==> src/rtl/scs8hd_parchk_rx.sv <==
// rtl/scs8hd_parchk_rx.sv - serial odd-parity frame receiver with valid/ready word output
// Reassembles DATA_W LSB-first data bits plus one parity bit, checks odd
// parity, holds the word until the consumer takes it and counts bad frames.
module scs8hd_parchk_rx #(
   parameter int DATA_W   = 8,
   parameter int ERRCNT_W = 4
) (
`ifdef SC_USE_PG_PIN
   input  logic                vpwr,
   input  logic                vgnd,
   input  logic                vpb,
   input  logic                vnb,
`endif
   input  logic                CLK,
   input  logic                RESETB,
   input  logic                DIN,
   input  logic                DIN_VALID,
   input  logic                SOF,
   output logic [DATA_W-1:0]   DOUT,
   output logic                DOUT_VALID,
   input  logic                DOUT_READY,
   output logic                PERR,
   output logic [ERRCNT_W-1:0] ERRCNT,
   output logic                OVERRUN,
   output logic                BUSY
);

   localparam int CNT_W = $clog2(DATA_W + 1);
   localparam logic [CNT_W-1:0] LAST_BIT = CNT_W'(DATA_W - 1);

   typedef enum logic [1:0] {IDLE, SHIFT, PARITY, HOLD} state_t;

   state_t            state;
   logic [DATA_W-1:0] shift_q;
   logic [CNT_W-1:0]  bitcnt;
   logic              par;
   logic              sof_bit;
   logic              start;
   logic              bad_par;

   // A frame start is taken everywhere except when a word is still held
   // and the consumer is not taking it on this same edge.
   assign sof_bit = DIN_VALID & SOF;
   assign start   = sof_bit & ((state != HOLD) | DOUT_READY);
   // Odd parity: an even total ones count is an error.
   assign bad_par = ~(par ^ DIN);

   // Frame state machine with registered outputs. Bits enter at the top
   // and move down, so after DATA_W shifts bit 0 sits at the LSB.
   always_ff @(posedge CLK) begin
      if (!RESETB) begin
         state      <= IDLE;
         shift_q    <= '0;
         bitcnt     <= '0;
         par        <= 1'b0;
         DOUT       <= '0;
         DOUT_VALID <= 1'b0;
         PERR       <= 1'b0;
         ERRCNT     <= '0;
         OVERRUN    <= 1'b0;
         BUSY       <= 1'b0;
      end else begin
         if ((state == HOLD) && DOUT_READY) begin
            DOUT_VALID <= 1'b0;
         end
         if ((state == HOLD) && !DOUT_READY && sof_bit) begin
            OVERRUN <= 1'b1;
         end
         if (start) begin
            shift_q <= {DIN, shift_q[DATA_W-1:1]};
            bitcnt  <= CNT_W'(1);
            par     <= DIN;
            state   <= SHIFT;
            BUSY    <= 1'b1;
         end else begin
            case (state)
               IDLE: begin
                  BUSY <= 1'b0;
               end
               SHIFT: begin
                  if (DIN_VALID) begin
                     shift_q <= {DIN, shift_q[DATA_W-1:1]};
                     par     <= par ^ DIN;
                     bitcnt  <= bitcnt + 1'b1;
                     if (bitcnt == LAST_BIT) begin
                        state <= PARITY;
                     end
                  end
               end
               PARITY: begin
                  if (DIN_VALID) begin
                     DOUT       <= shift_q;
                     DOUT_VALID <= 1'b1;
                     PERR       <= bad_par;
                     if (bad_par && (ERRCNT != '1)) begin
                        ERRCNT <= ERRCNT + 1'b1;
                     end
                     state <= HOLD;
                     BUSY  <= 1'b0;
                  end
               end
               HOLD: begin
                  if (DOUT_READY) begin
                     state <= IDLE;
                  end
               end
               default: begin
                  state <= IDLE;
                  BUSY  <= 1'b0;
               end
            endcase
         end
      end
   end

endmodule

==> config.mk <==
export PLATFORM = sky130hd
export DESIGN_NAME = scs8hd_parchk_rx
export DESIGN_NICKNAME = d
export VERILOG_FILES = /design/src/rtl/scs8hd_parchk_rx.sv
export SDC_FILE = /design/constraint.sdc
export NUM_CORES = 1
export LEC_CHECK = 0
export ABC_AREA = 1
export CORE_MARGIN = 5
export CORE_UTILIZATION = 55
export DETAILED_ROUTE_END_ITERATION = 16
export DONT_BUFFER_PORTS = 1
export HOLD_SLACK_MARGIN = 0.03
export PLACE_DENSITY = 0.7
export SYNTH_ARGS = -nofsm -noshare
export SYNTH_HDL_FRONTEND = slang
export SYNTH_SLANG_ARGS = --single-unit
==> constraint.sdc <==
create_clock -name CLK -period 1.4 [get_ports CLK]
set_input_delay 0.28 -clock CLK [delete_from_list [all_inputs] [get_ports CLK]]
set_output_delay 0.28 -clock CLK [all_outputs]
set_load 0.05 [all_outputs]
After elaboration in Yosys (flattened, before gate mapping)
Cells that the tools add are included.
{"block": "word_totals", "elab_cells": 76, "register_bits": 31, "out_inout_bits": 16, "inputBits": 6}
{"block": "op_classes", "n_mux": 22, "n_bitwise": 7, "n_addsub": 2, "reduce_logical": 19, "n_eq_ne": 14}
{"operator": "two-way mux 8 bit", "n": 3}
{"operator": "two-way mux 1 bit", "n": 13}
{"operator": "!= test 3 bit, second input constant", "n": 4}
{"operator": "!= test 2 bit, second input constant", "n": 5}
{"operator": "AND reduction 5 bit", "n": 2}
{"operator": "adder 4 x 1 -> 4 bit, second input constant", "n": 2}
{"operator": "two-way mux 2 bit", "n": 4}
{"operator": "one-hot mux 2 bit (3 select lines)", "n": 1}
{"operator": "AND reduction 2 bit", "n": 3}
{"operator": "nonzero test 3 bit", "n": 2}
{"operator": "== test 2 bit, second input constant", "n": 2}
{"operator": "== test 4 x 3 -> 1 bit, second input constant", "n": 1}
{"operator": "logical AND 1 bit", "n": 4}
{"operator": "!= test 4 bit, second input constant", "n": 1}
{"operator": "AND reduction 4 bit", "n": 1}
{"operator": "nonzero test 2 bit", "n": 2}
{"operator": "nonzero test 4 bit", "n": 1}
{"operator": "inverter 1 bit", "n": 3}
{"operator": "AND reduction 3 bit", "n": 1}
{"operator": "bitwise AND 1 bit", "n": 2}
{"operator": "== test 2 x 1 -> 1 bit, second input constant", "n": 1}
{"operator": "logical NOT 2 bit", "n": 1}
{"operator": "one-hot mux 1 bit (2 select lines)", "n": 1}
{"operator": "OR reduction 2 bit", "n": 1}
{"operator": "3 further kinds", "n": 3}

Logic depth before layout (Yosys ltp)
Gate-level depths: netlist of the first run.
{"block": "logic_depth", "ltp_word": 6, "mapped_depth": 9, "ltp_nobuf": 9}

Worst setup path before layout of the first run
Ideal clock, no wire load.
{"block": "synth_timing", "path_kind": "reg-to-reg", "startpoint": "reg ERRCNT[1]", "endpoint": "reg ERRCNT[0]", "t_required_ps": 1286, "arrival_time_ps": 1370, "path_buffers": 0, "synth_period_minus_slack_ps": 1484, "setup_time_ps": 114, "path_slack_ps": -84, "stages_incl_launch_ff": 7, "cell_sequence": "dfxtp_1 -> ha_1 -> nand3_1 -> nand4_1 -> nand2_1 -> nand2_1 -> nor2_1"}
{"block": "synth_between", "elab_chain_len": 3}
{"item": "start: declaration", "line_no": "23", "rtl": "output logic [ERRCNT_W-1:0] ERRCNT,"}
{"item": "start signal: assignment", "line_no": "96", "rtl": "ERRCNT <= ERRCNT + 1'b1;"}
{"item": "!= test 4 bit", "line_no": "95", "rtl": "if (bad_par && (ERRCNT != '1)) begin"}
{"item": "logical AND 1 bit", "line_no": "95"}
{"item": "AND reduction 4 bit (no source line)"}
No other way between the ends.
A chain may end at the register's enable or synchronous reset.

Worst setup path after layout of the first run
{"block": "layout_timing", "startpoint": "reg state[0]", "endpoint": "reg ERRCNT[0]"}
{"block": "layout_between", "elab_chain_len": 5, "elab_cells_between_ends": 6, "classes_between": "2 x eq/ne; 3 x bitwise; 1 x reduce/logical"}
{"item": "start: declaration", "line_no": "33", "rtl": "state_t state;"}
{"item": "start signal: assignment", "line_no": "52", "rtl": "state <= IDLE;"}
{"item": "start signal: assignment", "line_no": "73", "rtl": "state <= SHIFT;"}
{"item": "start signal: assignment", "line_no": "86", "rtl": "state <= PARITY;"}
{"item": "!= test 2 bit", "line_no": "44", "rtl": "assign start = sof_bit & ((state != HOLD) | DOUT_READY);"}
{"item": "OR 1 bit", "line_no": "44"}
{"item": "bitwise AND 1 bit", "line_no": "44"}
{"item": "inverter 1 bit (no source line)"}
{"item": "AND reduction 4 bit (no source line) (*)"}
Mark *: on every way between the ends. The rest lies on a longest branch, timed or not.

==> impl_metrics.env, run 1 <==
export IMPL_grtUsageTotal_pct=19.4
export IMPL_place_inst=235
export IMPL_arrival_ns=1.62
export IMPL_regArea_sq_um=628
export IMPL_vias=1360
export IMPL_cts_root_buffer="clkbuf_4"
export IMPL_worst_setup_path_end_kind="register"
export IMPL_ir_drop_mv=1.26
export IMPL_ys_ff_latch=31
export IMPL_drv_slew=0
export IMPL_rows=18
export IMPL_ios=22
export IMPL_ff2ff_setup_slack_ns=0.05
export IMPL_globalplace_congestion=0.889
export IMPL_fin_crit_ns=1.35
export IMPL_post_route_drc_count=0
export IMPL_drt_total_wl_um=3460
export IMPL_diodes=0
export IMPL_synth_warnings=0
export IMPL_timing_final_crit_share_pct=96.8
export IMPL_ys_seq_area_share_pct=42.9
export IMPL_grt_antenna_before_repair=0
export IMPL_n_fill_cell=206
export IMPL_hold_slack_ns=0.0591
export IMPL_crit_family="simple AND/OR/NAND/NOR gates"
export IMPL_pwr_density_cell_nw_per_um2=1460
export IMPL_crit_buf_inv=0
export IMPL_crit_path_max_fanout=5
export IMPL_grt_max_degree=14
export IMPL_slowest_stage="dfxtp_4"
export IMPL_power_mw=2.55
export IMPL_core_region_area_sq_um=2500
export IMPL_drive_gt1_share_pct=22.5
export IMPL_ant_nets=0
export IMPL_cts_hold_buf=0
export IMPL_syn_nets=212
export IMPL_path_clk_slew_ns=0.10
export IMPL_multi_input_area_sq_um=790
export IMPL_synthToLayoutAreaGrowth_pct=20.7
export IMPL_critPathLaunchType="register"
export IMPL_max_freq_ghz=0.738
export IMPL_setup_violations=0
export IMPL_skew_ns=0.0112
export IMPL_vias_per_cell=5.48
export IMPL_crit_type="register to register"
export IMPL_synth_cells=199
export IMPL_htree_levels=2
export IMPL_die_x_um=61.3
export IMPL_synth_area_per_cell_sq_um=7.26
export IMPL_dieArea_sq_um=3750
export IMPL_dr_pass1_iters=4
export IMPL_path_cells="ha_2, nand2_4, nand2_4, nand4_1, nand2_1, nand2_1, nor2_1"
export IMPL_reg2reg_depth=7
export IMPL_status="finished clean"
export IMPL_hold_viol=0
export IMPL_r2r_end="ERRCNT[0]"
export IMPL_setup_tns_ns=0
export IMPL_clkSinkCount=31
export IMPL_cp_startpoint="state[0]"
export IMPL_cts_buffers=5
export IMPL_initial_core_util_pct=57.8
export IMPL_synth_area_sq_um=1450
export IMPL_crit_end="ERRCNT[0]"
export IMPL_worstPathRequired_ns=1.66
export IMPL_yosysUniqueCellTypes=22
export IMPL_r2r_start="state[0]"
export IMPL_dpl_hpwl_um=2270
export IMPL_clk_path_buf_depth=2
export IMPL_grt_pass1_wl_um=5300
export IMPL_routedWlPerCell_um=13.9
export IMPL_nets=230
export IMPL_portBuffers=0
export IMPL_fp_dieH_um=61.3
export IMPL_p_leak_nw=0.749
export IMPL_drv_cap=0
export IMPL_layoutNonFillerInstCount=248
export IMPL_max_stage_delay_ns=0.40
export IMPL_clk_latency_ns=0.33
export IMPL_drt_iter0_markers=79
export IMPL_grt_pass1_vias=1228
export IMPL_worst_slew_pin_slew_ns=0.537
export IMPL_cts_tree="yes"
export IMPL_cp_depth=7
export IMPL_relSlewSlack_pct=64.1
export IMPL_gr_total_overflow=0
export IMPL_hp_class="input pin to register"
-- stage by stage --
stage               cell area, sq um  util, %  setup WS (ns)
floorplan                       1450        -         0.0845
CTS                             1640     65.7         0.0117
global placement                1540     61.7       -0.00183
finish                          1740     69.8         0.0455
detailed placement              1540     61.7        -0.0458
global route                    1740     69.8         -0.124
-- cell families after synthesis --
family	count (synthesis)	synth area share [%]
buf+inv	28	7.97
simple gates	102	31.8
fa+ha+maj	7	6.06
compound gates	30	10.6
xor+xnor	1	0.606
flops	31	42.9
-- cell usage after synthesis --
| master | count | share of area [%] |
|---|---|---|
| nor3_1 | 2 | 0.69 |
| nand2_4 | 2 | 1.6 |
| or3_1 | 1 | 0.43 |
| nand3b_1 | 1 | 0.52 |
| buf_2 | 2 | 0.69 |
| a31oi_1 | 1 | 0.43 |
| or2_2 | 2 | 0.87 |
| nand4_1 | 2 | 0.87 |
| o21ai_0 | 3 | 1.0 |
| inv_1 | 22 | 5.7 |
| nand2_2 | 1 | 0.43 |
| nor2_2 | 1 | 0.43 |
| xor2_1 | 1 | 0.61 |
| nor2_1 | 12 | 3.1 |
| o21bai_1 | 1 | 0.52 |
| clkbuf_1 | 2 | 0.52 |
| dfxtp_1 | 31 | 43 |
| nand2_1 | 48 | 12 |
| a21oi_1 | 25 | 8.7 |
| buf_4 | 2 | 1.0 |
| ha_1 | 7 | 6.1 |
| nand3_1 | 30 | 10 |
-- per-layer routing --
layer  wire length [um]  vias to the layer above  global-route usage, %
met5                  0                        -                      0
met4                 29                        0                   9.60
met3                253                        4                   7.34
met2               1710                       45                   32.3
met1               1460                      625                   21.7
li1                   -                      686                      -
-- cell usage in the layout (no fill, tap or decap), types with 2 or more instances in the layout --
cell	synthesis	final
nand4_1	2	2
dfxtp_1	31	27
nand3_2	0	2
nand3_1	30	28
nand2_4	2	5
clkbuf_4	0	5
or2_2	2	2
inv_1	22	19
inv_2	0	3
buf_4	2	16
ha_1	7	4
ha_4	0	2
a21oi_1	25	24
dfxtp_2	0	3
o21ai_0	3	2
nand2_1	48	44
nor2_1	12	11
nor3_1	2	2
nand2_2	1	3
-- area by class of cell --
type                    instances  area share (%)
repair buffers                 16            6.89
clock buffers                   6            2.94
well taps                      30            2.15
clock inverters                 2            2.01
multi-input cells             141            45.3
inverters                      22            4.73
flip-flops and latches         31            36.0
-- sequential cells by signal, summed over array words and instances, names as in the netlist --
name	cells
ERRCNT	4
state	2
PERR	1
DOUT	8
par	1
shift_q	8
DOUT_VALID	1
BUSY	1
OVERRUN	1
bitcnt	4
-- worst min-delay path by stage --
stage	start	to	slack, ns	depth (start not counted)
after floorplan	RESETB	bitcnt[0]	0.38	2
after global placement	RESETB	bitcnt[0]	0.39	2
after detailed placement	RESETB	bitcnt[0]	0.39	2
after CTS	RESETB	ERRCNT[0]	0.04	2
after global routing	RESETB	state[0]	0.03	2
final	RESETB	state[0]	0.06	2
-- what timing repair did --
action | in CTS | in global routing
pin swaps | 1 | 6
gates cloned | 0 | 1
buffers inserted | 1 | 4
endpoints found under the setup margin | 17 | 25
gates resized for setup | 3 | 21
endpoints found under the hold margin | 0 | 0
-- power breakdown --
part	switching [mW]	internal [mW]	leakage (nW)
combinational	0.481	0.302	0.448
sequential	0.0836	0.949	0.253
clock	0.314	0.422	0.0482
No activity file was read; power rests on OpenSTA's default activity.
==> run 2, diff against run 1 <==
==> constraint.sdc (replaced) <==
create_clock -name CLK -period 1.4 [get_ports CLK]
set_input_delay 0.28 -clock CLK [delete_from_list [all_inputs] [get_ports CLK]]
set_output_delay 0.28 -clock CLK [all_outputs]
set_load 0.02 [all_outputs]
==> impl_metrics.env, run 2 (synthesized netlist as in run 1, its figures left out) <==
export IMPL_slowest_stage="dfxtp_4"
export IMPL_max_stage_delay_ns=0.38
export IMPL_cts_tree="yes"
export IMPL_drive_gt1_share_pct=21.2
export IMPL_worstPathRequired_ns=1.66
export IMPL_r2r_start="state[1]"
export IMPL_fin_crit_ns=1.42
export IMPL_cts_root_buffer="clkbuf_4"
export IMPL_globalplace_congestion=0.791
export IMPL_vias_per_cell=5.58
export IMPL_reg_top3="DOUT: 8 flops, shift_q: 8 flops"
export IMPL_rsz0062_at_grt="yes"
export IMPL_worst_setup_path_end_kind="register"
export IMPL_vias=1378
export IMPL_p_leak_nw=0.735
export IMPL_diodes=0
export IMPL_final_cell_mix="45 x nand2_1, 29 x dfxtp_1, 28 x nand3_1, 25 x a21oi_1, 18 x inv_1"
export IMPL_layout_commonest_cell="nand2_1"
export IMPL_grtUsageTotal_pct=20.0
export IMPL_clk_path_buf_depth=2
export IMPL_violations="setup timing"
export IMPL_cts_buffers=5
export IMPL_arrival_ns=1.68
export IMPL_relSlewSlack_pct=82.7
export IMPL_drt_iter0_markers=72
export IMPL_dieArea_sq_um=3750
export IMPL_critPathLaunchType="register"
export IMPL_max_freq_ghz=0.706
export IMPL_n_fill_cell=211
export IMPL_crit_buf_inv=3
export IMPL_power_mw=2.42
export IMPL_crit_path_max_fanout=4
export IMPL_r2r_end="state[1]"
export IMPL_synthToLayoutAreaGrowth_pct=19.8
export IMPL_pwr_density_cell_nw_per_um2=1390
export IMPL_crit_type="register to register"
export IMPL_drt_total_wl_um=3470
export IMPL_clkSinkCount=31
export IMPL_timing_final_crit_share_pct=101
export IMPL_setup_violations=1
export IMPL_drv_cap=0
export IMPL_post_route_drc_count=0
export IMPL_fin_ws_ns=-0.0161
export IMPL_ir_drop_mv=0.878
export IMPL_status="finished with violations"
export IMPL_grt_max_degree=17
export IMPL_gr_total_overflow=0
export IMPL_core_region_area_sq_um=2500
export IMPL_worst_slew_pin_slew_ns=0.259
export IMPL_grt_pass1_wl_um=5500
export IMPL_fp_dieH_um=61.3
export IMPL_ant_nets=0
export IMPL_ff2ff_setup_slack_ns=-0.02
export IMPL_nets=230
export IMPL_dpl_hpwl_um=2340
export IMPL_die_x_um=61.3
export IMPL_hold_path_end="state[0]"
export IMPL_cpMostUsedCell="nand2_1"
export IMPL_path_cells="inv_2, ha_4, buf_4, nand2_1, nand3_2, nor2_2, nand2_1, nand2_1, inv_1, nor2_1"
export IMPL_portBuffers=0
export IMPL_routedWlPerCell_um=14.0
export IMPL_dr_pass1_iters=6
export IMPL_hold_depth=2
export IMPL_crit_family="simple AND/OR/NAND/NOR gates"
export IMPL_hp_class="input pin to register"
export IMPL_postPlaceCellArea_sq_um=1560
export IMPL_path_clk_slew_ns=0.09
export IMPL_setup_tns_ns=-0.0161
export IMPL_clk_latency_ns=0.32
export IMPL_hold_viol=0
export IMPL_htree_levels=2
export IMPL_rows=18
export IMPL_drv_slew=0
export IMPL_grt_pass1_vias=1266
export IMPL_skew_ns=0.0109
export IMPL_grt_antenna_before_repair=0
export IMPL_ios=22
export IMPL_postLayoutCellArea_sq_um=1730
export IMPL_initial_core_util_pct=57.8
export IMPL_hold_start="RESETB"
export IMPL_reg2reg_depth=10
[run 2: where the power goes]
group | switching (mW) | internal [mW]
combinational | 0.486 | 0.359
clock | 0.293 | 0.232
sequential | 0.0914 | 0.953
total | 0.871 | 1.54
[run 2: timing repair]
item / 4_1_cts / 5_1_grt
hold endpoints to repair: 0 / 0
pin swaps: 4 / 10
buffers inserted: 1 / 2
setup endpoints to repair: 16 / 26
gates resized for setup: 5 / 21
hold buffers: 0 / 0
gates cloned: 1 / 0
[run 2: worst register-to-register path, stage by stage, from the launching register on]
cell	delay (ns)
dfxtp_4	0.38
inv_2	0.06
ha_4	0.16
buf_4	0.14
nand2_1	0.07
nand3_2	0.11
nor2_2	0.18
nand2_1	0.07
nand2_1	0.06
inv_1	0.03
nor2_1	0.09
[run 2: worst max-delay path by stage]
stage | slack [ns] | start | endpoint | depth (start not counted)
3_5_place_dp | -0.07 | state[0] | ERRCNT[1] | 6
3_3_place_gp | -0.007 | state[0] | ERRCNT[1] | 6
5_1_grt | -0.10 | state[1] | state[1] | 10
2_1_floorplan | 0.08 | state[1] | bitcnt[2] | 6
4_1_cts | 0.003 | state[1] | shift_q[3] | 6
6_report | -0.02 | state[1] | state[1] | 10
[run 2: metrics by stage]
stage,cells,util (%),hold slack (ns),setup WS [ns]
final,247,69.3,0.0581,-0.0161
after CTS,245,65.5,0.0485,0.00346
after floorplan,199,-,0.378,0.0845
after global placement,236,62.4,0.388,-0.00678
after global routing,247,69.3,0.0464,-0.104
after detailed placement,236,62.4,0.392,-0.0701
[run 2: layer usage]
metal	part of all wire, %	global-route usage [%]	wire length (um)	up-vias
li1	-	-	-	687
met1	41	23.8	1410	631
met2	50	33.5	1740	51
met3	7.6	6.71	262	9
met4	1.8	7.12	61	0
met5	0	0	0	-
[run 2: layout make-up]
cell class                 instances  area (sq um)  share of cell area [%]
multi-input combinational        141           788                    45.5
sequential                        31           628                    36.3
timing repair buffer              16           136                    7.88
inverter                          22          85.1                    4.91
clock buffer                       6          51.3                    2.96
tap                               30          37.5                    2.17
clock inverter                     1          5.00                   0.289
